**config.mk**
```make
export PLATFORM = sky130hd
export DESIGN_NAME = load_data_unit
export DESIGN_NICKNAME = d
export VERILOG_FILES = /design/src/rtl/load_data_unit.sv
export SDC_FILE = /design/constraint.sdc
export NUM_CORES = 1
export LEC_CHECK = 0
export ABC_AREA = 1
export ABC_CLOCK_PERIOD_IN_PS = 2300
export BUFFER_PORTS_ARGS = -buffer_cell sky130_fd_sc_hd__buf_2
export CORE_ASPECT_RATIO = 1.5
export CORE_MARGIN = 2
export CORE_UTILIZATION = 50
export CTS_CLUSTER_DIAMETER = 200
export CTS_CLUSTER_SIZE = 12
export DETAILED_ROUTE_END_ITERATION = 16
export PLACE_DENSITY_LB_ADDON = 0.25
export RECOVER_POWER = 50
export SETUP_SLACK_MARGIN = 0.3
export SYNTH_ARGS = -nofsm -noshare
export SYNTH_HDL_FRONTEND = slang
export SYNTH_SLANG_ARGS = --single-unit
```
**constraint.sdc**
```tcl
create_clock -name clk -period 2.3 [get_ports clk]
set_clock_uncertainty 0.15 [all_clocks]
set_input_delay 0 -clock clk [delete_from_list [all_inputs] [get_ports clk]]
set_output_delay 0 -clock clk [all_outputs]
set_load 0.01 [all_outputs]
```
**src/rtl/load_data_unit.sv**
```systemverilog
// Load data unit: accepts a byte-addressed load, issues one word-aligned read,
// then extracts and sign/zero-extends the addressed lane, flagging exceptions.
module load_data_unit #(
  parameter int unsigned TIMEOUT = 16,
  parameter int unsigned CNT_W   = 5
) (
  input  logic        clk,
  input  logic        reset,
  input  logic        req_valid,
  output logic        req_ready,
  input  logic [31:0] req_addr,
  input  logic [2:0]  req_type,
  input  logic        req_signed,
  output logic        mem_rd_en,
  output logic [31:0] mem_addr,
  input  logic [31:0] mem_rdata,
  input  logic        mem_rvalid,
  output logic        ld_valid,
  input  logic        ld_ready,
  output logic [31:0] ld_data,
  output logic [1:0]  ld_status
);

  typedef enum logic [1:0] {
    S_IDLE,
    S_ISSUE,
    S_WAIT,
    S_RESP
  } state_e;

  typedef enum logic [2:0] {
    LD_WORD = 3'd0,
    LD_HALF = 3'd1,
    LD_BYTE = 3'd2
  } ld_type_e;

  typedef enum logic [1:0] {
    ST_OK       = 2'b00,
    ST_MISALIGN = 2'b01,
    ST_TIMEOUT  = 2'b10,
    ST_ILLEGAL  = 2'b11
  } status_e;

  localparam logic [CNT_W-1:0] TERM = CNT_W'(TIMEOUT - 1);

  state_e           state_q, state_d;
  logic [1:0]       off_q;
  logic [2:0]       type_q;
  logic             sign_q;
  logic [CNT_W-1:0] cnt_q;
  logic [31:0]      addr_q;
  logic [31:0]      data_q;
  status_e          status_q;

  logic illegal;
  logic misaligned;
  logic terminal;

  assign illegal    = (req_type > 3'd2);
  assign misaligned = ((req_type == LD_HALF) && req_addr[0]) ||
                      ((req_type == LD_WORD) && (req_addr[1:0] != 2'b00));
  assign terminal   = (cnt_q == TERM);

  assign mem_addr  = addr_q;
  assign ld_data   = data_q;
  assign ld_status = status_q;

  function automatic logic [31:0] extract(input logic [31:0] w,
                                          input logic [2:0]  t,
                                          input logic [1:0]  off,
                                          input logic        sgn);
    logic [15:0] h;
    logic [7:0]  b;
    logic [31:0] r;
    h = off[1] ? w[31:16] : w[15:0];
    case (off)
      2'd0:    b = w[7:0];
      2'd1:    b = w[15:8];
      2'd2:    b = w[23:16];
      default: b = w[31:24];
    endcase
    case (t)
      LD_HALF: r = {{16{sgn & h[15]}}, h};
      LD_BYTE: r = {{24{sgn & b[7]}}, b};
      default: r = w;
    endcase
    return r;
  endfunction

  always_comb begin
    state_d   = state_q;
    req_ready = 1'b0;
    mem_rd_en = 1'b0;
    ld_valid  = 1'b0;
    case (state_q)
      S_IDLE: begin
        req_ready = 1'b1;
        if (req_valid) state_d = (illegal || misaligned) ? S_RESP : S_ISSUE;
      end
      S_ISSUE: begin
        mem_rd_en = 1'b1;
        state_d   = S_WAIT;
      end
      S_WAIT: begin
        if (mem_rvalid || terminal) state_d = S_RESP;
      end
      S_RESP: begin
        ld_valid = 1'b1;
        if (ld_ready) state_d = S_IDLE;
      end
      default: state_d = S_IDLE;
    endcase
  end

  always_ff @(posedge clk) begin
    if (reset) begin
      state_q  <= S_IDLE;
      off_q    <= '0;
      type_q   <= '0;
      sign_q   <= 1'b0;
      cnt_q    <= '0;
      addr_q   <= '0;
      data_q   <= '0;
      status_q <= ST_OK;
    end else begin
      state_q <= state_d;
      case (state_q)
        S_IDLE: begin
          if (req_valid) begin
            off_q  <= req_addr[1:0];
            type_q <= req_type;
            sign_q <= req_signed;
            addr_q <= {req_addr[31:2], 2'b00};
            if (illegal) begin
              data_q   <= '0;
              status_q <= ST_ILLEGAL;
            end else if (misaligned) begin
              data_q   <= '0;
              status_q <= ST_MISALIGN;
            end
          end
        end
        S_ISSUE: cnt_q <= '0;
        S_WAIT: begin
          // rvalid is checked first so it wins over the terminal count
          if (mem_rvalid) begin
            data_q   <= extract(mem_rdata, type_q, off_q, sign_q);
            status_q <= ST_OK;
          end else if (terminal) begin
            data_q   <= '0;
            status_q <= ST_TIMEOUT;
          end else begin
            cnt_q <= cnt_q + 1'b1;
          end
        end
        default: ;
      endcase
    end
  end

endmodule

```
==> results.json, run 1 <==
{
  "status": "completed",
  "finalPower_mw": 5.59,
  "die-height_um": 112,
  "finalSetupTns_ns": 0,
  "clk_latency_ns": 0.34,
  "fin_crit_sh_pct": 93.4,
  "postSynthAreaPerCell_sq_um": 6.67,
  "numCtsBuffers": 9,
  "worst-endpoint-arrival_ns": 2.26,
  "final_hold_viol_count": 0,
  "vias_per_cell": 5.24,
  "syn_area_sq_mm": 0.00391,
  "p_leak_nw": 2.48,
  "max_freq_mhz": 466,
  "rows": 39,
  "slew_headroom_pct": 65.9,
  "period_needed_ns": 2.15,
  "cts_tree": "done",
  "holdBufCountCts": 71,
  "reg2reg_slack_ns": 0.15,
  "ys_seq_area_share_pct": 39.4,
  "cp-start-kind": "flip-flop",
  "clk_path_buf_depth": 2,
  "gp_congestion": 0.915,
  "initial_utilization_pct": 51.4,
  "chipWidth_um": 76.2,
  "min_path_type": "in2reg",
  "p_per_area_mw_per_mm2": 973,
  "first_pass_iters": 5,
  "dr_total_vias": 4702,
  "hold-worst-slack_ns": 0.0430,
  "die_area_sq_mm": 0.00857,
  "routed_wirelength_um": 13800,
  "ios": 142,
  "final_cell_mix": "nor2_1, nand2_1, dfxtp_1",
  "cap_violations": 0,
  "grt_pass1_wl_um": 21300,
  "postRouteAntennaNets": 0,
  "cts-htree-levels": 3,
  "yosys.cell_types.count": 35,
  "overflow": 0,
  "synth.top_cell.area_share_pct": 39.4,
  "worst_ep_required_time_ns": 2.42,
  "rsz0062_at_grt": "true",
  "antenna_found_initial": 1,
  "coreArea_sq_mm": 0.00761,
  "yosysTopAreaCell": "dfxtp_1",
  "ir_drop_mv": 0.752,
  "drc": 0,
  "yosysWarnings": 0,
  "wl_per_cell_um": 15.3,
  "setup_viol": 0,
  "grt_max_degree": 41,
  "grt_usage_pct": 31.2,
  "area_growth_syn_to_layout_pct": 46.7,
  "layout_commonest_cell": "nor2_1",
  "syn_inst": 587,
  "drtIter0Drc": 325,
  "cts-root-buf": "clkbuf_16",
  "nets": 871,
  "drv_slew": 0,
  "tightest_slew_ns": 0.511,
  "path_class": "reg2reg",
  "synth_seq_cells": 77,
  "drive_above_1_share_pct": 18.0,
  "grt_pass1_vias": 4494,
  "port_buffers": 139,
  "critPathMaxFanout": 11,
  "netlist_top_cells_area": "dfxtp_1, nor2_1, nand2_1",
  "cp-end-kind": "flip-flop",
  "cts_sinks": 77,
  "clkTransAtPathRegs_ns": 0.06,
  "place.detailed.hpwl_um": 8080
}
## synth_stat cells, drive strengths merged
| cell type | n |
|---|---|
| or2 | 1 |
| ha | 6 |
| a211oi | 1 |
| nor2 | 151 |
| clkbuf | 14 |
| o22ai | 1 |
| a21oi | 43 |
| conb | 1 |
| o21ai | 62 |
| nor3 | 1 |
| o211ai | 2 |
| xor2 | 1 |
| nand2 | 134 |
| dfxtp | 77 |
| clkinv | 2 |
| nand4 | 1 |
| a31oi | 1 |
| buf | 18 |
| nand3 | 32 |
| inv | 38 |
## state kept, by name (all words and copies together) (netlist names)
signal / cells
ld_status: 2
off_q: 2
type_q: 3
mem_addr: 30
ld_data: 32
sign_q: 1
cnt_q: 5
state_q: 2
## through the flow
| stage | setup slack, ns | utilization (%) | area (sq um) | std cells |
|---|---|---|---|---|
| global route | 0.0652 | 75.4 | 5740 | 898 |
| finish | 0.153 | 75.4 | 5740 | 898 |
| CTS | 0.281 | 74.2 | 5650 | 891 |
| floorplan | 0.368 | - | 3920 | 588 |
| detailed placement | 0.142 | 60.3 | 4590 | 805 |
| global placement | 0.223 | 60.3 | 4590 | 805 |
## routing by layer
layer / up-vias / track usage (%) / share of wire (%)
met5: - / 0 / 0
met4: 0 / 16.4 / 5.1
met3: 59 / 7.80 / 6.8
met2: 221 / 57.2 / 52
met1: 2150 / 32.4 / 36
li1: 2272 / - / -
## critical path, stage by stage (launching register included)
cell and delay, ns:
dfxtp_4 0.36, ha_4 0.15, inv_2 0.04, nor2_4 0.09
ha_4 0.15, nor2_4 0.04, nand2_1 0.13, nand2_2 0.09
nor2_4 0.14, nand3_4 0.15, clkbuf_16 0.20, nor2_1 0.13
nand2_1 0.11, a21oi_1 0.13
## power breakdown
group,leakage (nW),switching (mW),internal (mW)
combinational,1.70,1.54,0.853
clock,0.145,0.549,0.857
sequential,0.631,0.190,1.60
total,2.48,2.28,3.31
## worst paths after layout
check / depth (start not counted) / endpoint / start
max: 13 / ld_data[13] / cnt_q[1]
min: 6 / cnt_q[4] / mem_rvalid
max reg2reg: 13 / ld_data[13] / cnt_q[1]
min reg2reg: 2 / ld_data[16] / ld_data[16]
## cells by family (layout without fill, tap and decap cells)
| logic type | after synthesis | after routing | share of synthesized area (%) |
|---|---|---|---|
| xor+xnor | 1 | 1 | 0.224 |
| flops | 77 | 77 | 39.4 |
| other cells | 1 | 3 | 0.0958 |
| compound gates | 110 | 110 | 15.0 |
| fa+ha+maj | 6 | 6 | 1.92 |
| buf+inv | 72 | 279 | 9.53 |
| simple gates | 320 | 320 | 33.9 |
## area by class of cell
type / instances / area, sq um
multi-input cells: 439 / 2110
fillers: 628 / 1870
flip-flops and latches: 77 / 1550
repair buffers: 224 / 1510
clock buffers: 10 / 239
inverters: 40 / 153
well taps: 102 / 128
clock inverters: 4 / 48.8
repair inverters: 1 / 7.51
diodes: 1 / 2.50
## timing repair
item / CTS / global route
endpoints found under the hold margin: 73 / 1
setup endpoints to repair: 34 / 68
gates resized for setup: 13 / 26
setup buffers: 0 / 3
gates cloned: 1 / 3
pin swaps: 0 / 12
Note: power is estimated with default switching activity, not from simulation.
==> run 2: changes to the inputs <==
--- a/config.mk
+++ b/config.mk
@@ -14,7 +14,7 @@
 export CTS_CLUSTER_DIAMETER = 200
 export CTS_CLUSTER_SIZE = 12
 export DETAILED_ROUTE_END_ITERATION = 16
-export PLACE_DENSITY_LB_ADDON = 0.25
+export PLACE_DENSITY = 0.91
 export RECOVER_POWER = 50
 export SETUP_SLACK_MARGIN = 0.3
 export SYNTH_ARGS = -nofsm -noshare
==> results.json, run 2 (synthesis results as in run 1) <==
{
  "status": "completed",
  "critPathTopFamily": "simple AND/OR/NAND/NOR gates",
  "worst_r2r_startpoint": "cnt_q[0]",
  "routed_wirelength_um": 15800,
  "rows": 39,
  "p_per_area_mw_per_mm2": 1030,
  "slowest_delay_ns": 0.36,
  "drv_slew": 0,
  "busiest_layer": "met2",
  "rr_endpoint": "ld_data[20]",
  "critPathMaxFanout": 6,
  "grt_pass1_wl_um": 21600,
  "worst-endpoint-arrival_ns": 2.13,
  "fin_crit_sh_pct": 87.0,
  "cts_tree": "done",
  "antenna_found_initial": 1,
  "cap_violations": 0,
  "tightest_slew_ns": 1.03,
  "cts-htree-levels": 3,
  "die-height_um": 112,
  "min_path_type": "in2reg",
  "worst_ep_required_time_ns": 2.42,
  "worstPathCellList": "ha_4 > inv_2 > nor2_2 > ha_2 > nor2_4 > nand2_2 > nand2_2 > nor2_4 > nand3_4 > buf_6 > nor2_1 > nand2_1 > a21oi_2",
  "multi_input_comb_area_sq_mm": 0.00221,
  "reg2reg_slack_ns": 0.30,
  "crit_cells": 13,
  "postRouteAntennaNets": 0,
  "cp-start-kind": "flip-flop",
  "fill_cells": 501,
  "slew_headroom_pct": 31.1,
  "final_cell_mix": "nor2_1, nand2_1, dfxtp_1",
  "finalSetupTns_ns": 0,
  "grt_max_degree": 41,
  "path_class": "reg2reg",
  "cts-root-buf": "clkbuf_16",
  "endpoint": "ld_data[20]",
  "cts_sinks": 77,
  "drtIter0Drc": 883,
  "final_hold_viol_count": 0,
  "area_growth_syn_to_layout_pct": 50.6,
  "rsz0062_at_grt": "true",
  "nets": 872,
  "numCtsBuffers": 9,
  "ff_latch_area_sq_mm": 0.00155,
  "initial_utilization_pct": 51.4,
  "largest_reg_flops": 32,
  "chipWidth_um": 76.2,
  "hold-worst-slack_ns": 0.0379,
  "clkTransAtPathRegs_ns": 0.06,
  "period_needed_ns": 2.00,
  "p_leak_nw": 2.52,
  "drc": 0,
  "grt_usage_pct": 31.2,
  "wl_per_cell_um": 17.5,
  "clk_latency_ns": 0.35,
  "port_buffers": 139,
  "met2_usage_pct": 58.6,
  "grt_pass1_vias": 4737,
  "setup_viol": 0,
  "cp_slowest_cell": "dfxtp_2",
  "overflow": 0,
  "coreArea_sq_mm": 0.00761,
  "vias_per_cell": 5.71,
  "max_freq_mhz": 500,
  "cp.buffers_inverters": 2,
  "rr_worst_depth": 13,
  "startpoint": "cnt_q[0]",
  "ir_drop_mv": 0.713,
  "drive_above_1_share_pct": 21.9,
  "layout_commonest_cell": "nor2_1",
  "gp_congestion": 0.948,
  "first_pass_iters": 9,
  "clk_path_buf_depth": 2,
  "grt_use_met1_pct": 31.1,
  "cp-end-kind": "flip-flop",
  "place.detailed.hpwl_um": 7850,
  "dr_total_vias": 5141,
  "ios": 142,
  "met3_usage_pct": 5.79,
  "die_area_sq_mm": 0.00857
}
## run 2: cell types whose count changed in the layout (fill, tap and decap cells not counted), moves of 3 or more
| cell | before | now |
|---|---|---|
| nor2_2 | 3 | 7 |
| nand2_1 | 129 | 122 |
| nor2_1 | 140 | 128 |
| a21oi_1 | 35 | 29 |
| a21oi_2 | 8 | 14 |
| nor2_4 | 8 | 16 |
| nand2_2 | 3 | 10 |
| dfxtp_2 | 0 | 3 |
## run 2: repair_timing
action,4_1_cts,5_1_grt
buffers inserted,2,1
gates cloned,2,2
hold buffers,70,0
pin swaps,4,13
endpoints found under the setup margin,33,36
hold endpoints to repair,69,0
resized for setup,16,60
## run 2: worst min-delay path by stage
stage,cells after the start,from,endpoint,slack (ns)
floorplan,2,req_addr[0],off_q[0],-0.002
global placement,3,req_addr[31],mem_addr[31],0.1
detailed placement,3,req_addr[0],off_q[0],0.11
CTS,5,mem_rdata[31],ld_data[31],0.01
global route,5,mem_rdata[31],ld_data[31],0.07
finish,5,mem_rdata[31],ld_data[31],0.04
## run 2: report_power, final
part / internal, mW / total [mW] / switching (mW)
combinational: 0.878 / 2.56 / 1.68
clock: 1.07 / 1.69 / 0.618
sequential: 1.60 / 1.80 / 0.201
total: 3.55 / 6.05 / 2.50
## run 2: metrics by stage
step                      setup WS, ns  cells  cell area [sq um]  util, %  total power, mW
after global routing             0.147    901               5900     77.4             6.32
after detailed placement         0.192    807               4610     60.5             3.87
final                            0.298    901               5900     77.4             6.05
after CTS                        0.317    897               5730     75.3             5.67
after global placement           0.254    807               4610     60.5             3.79
after floorplan                  0.368    588               3920        -             3.30
## run 2: metal layers
layer | share of wire [%] | up-vias
li1 | - | 2271
met1 | 34 | 2310
met2 | 49 | 427
met3 | 9.5 | 133
met4 | 8.0 | 0
met5 | 0 | -
## run 2: area by class of cell
type | instances | area share (%)
multi-input combinational | 439 | 37.5
tap | 102 | 2.16
clock inverter | 7 | 2.06
timing repair buffer | 226 | 25.6
antenna | 1 | 0.0424
clock buffer | 9 | 3.82
inverter | 40 | 2.65
sequential | 77 | 26.2
## run 2: worst min-delay path, delay by kind of cell
kind | cells | cell delay [ns]
buffers and inverters | 1 | 0.13
AOI/OAI and AO/OA | 1 | 0.11
and+or+nand+nor | 3 | 0.25
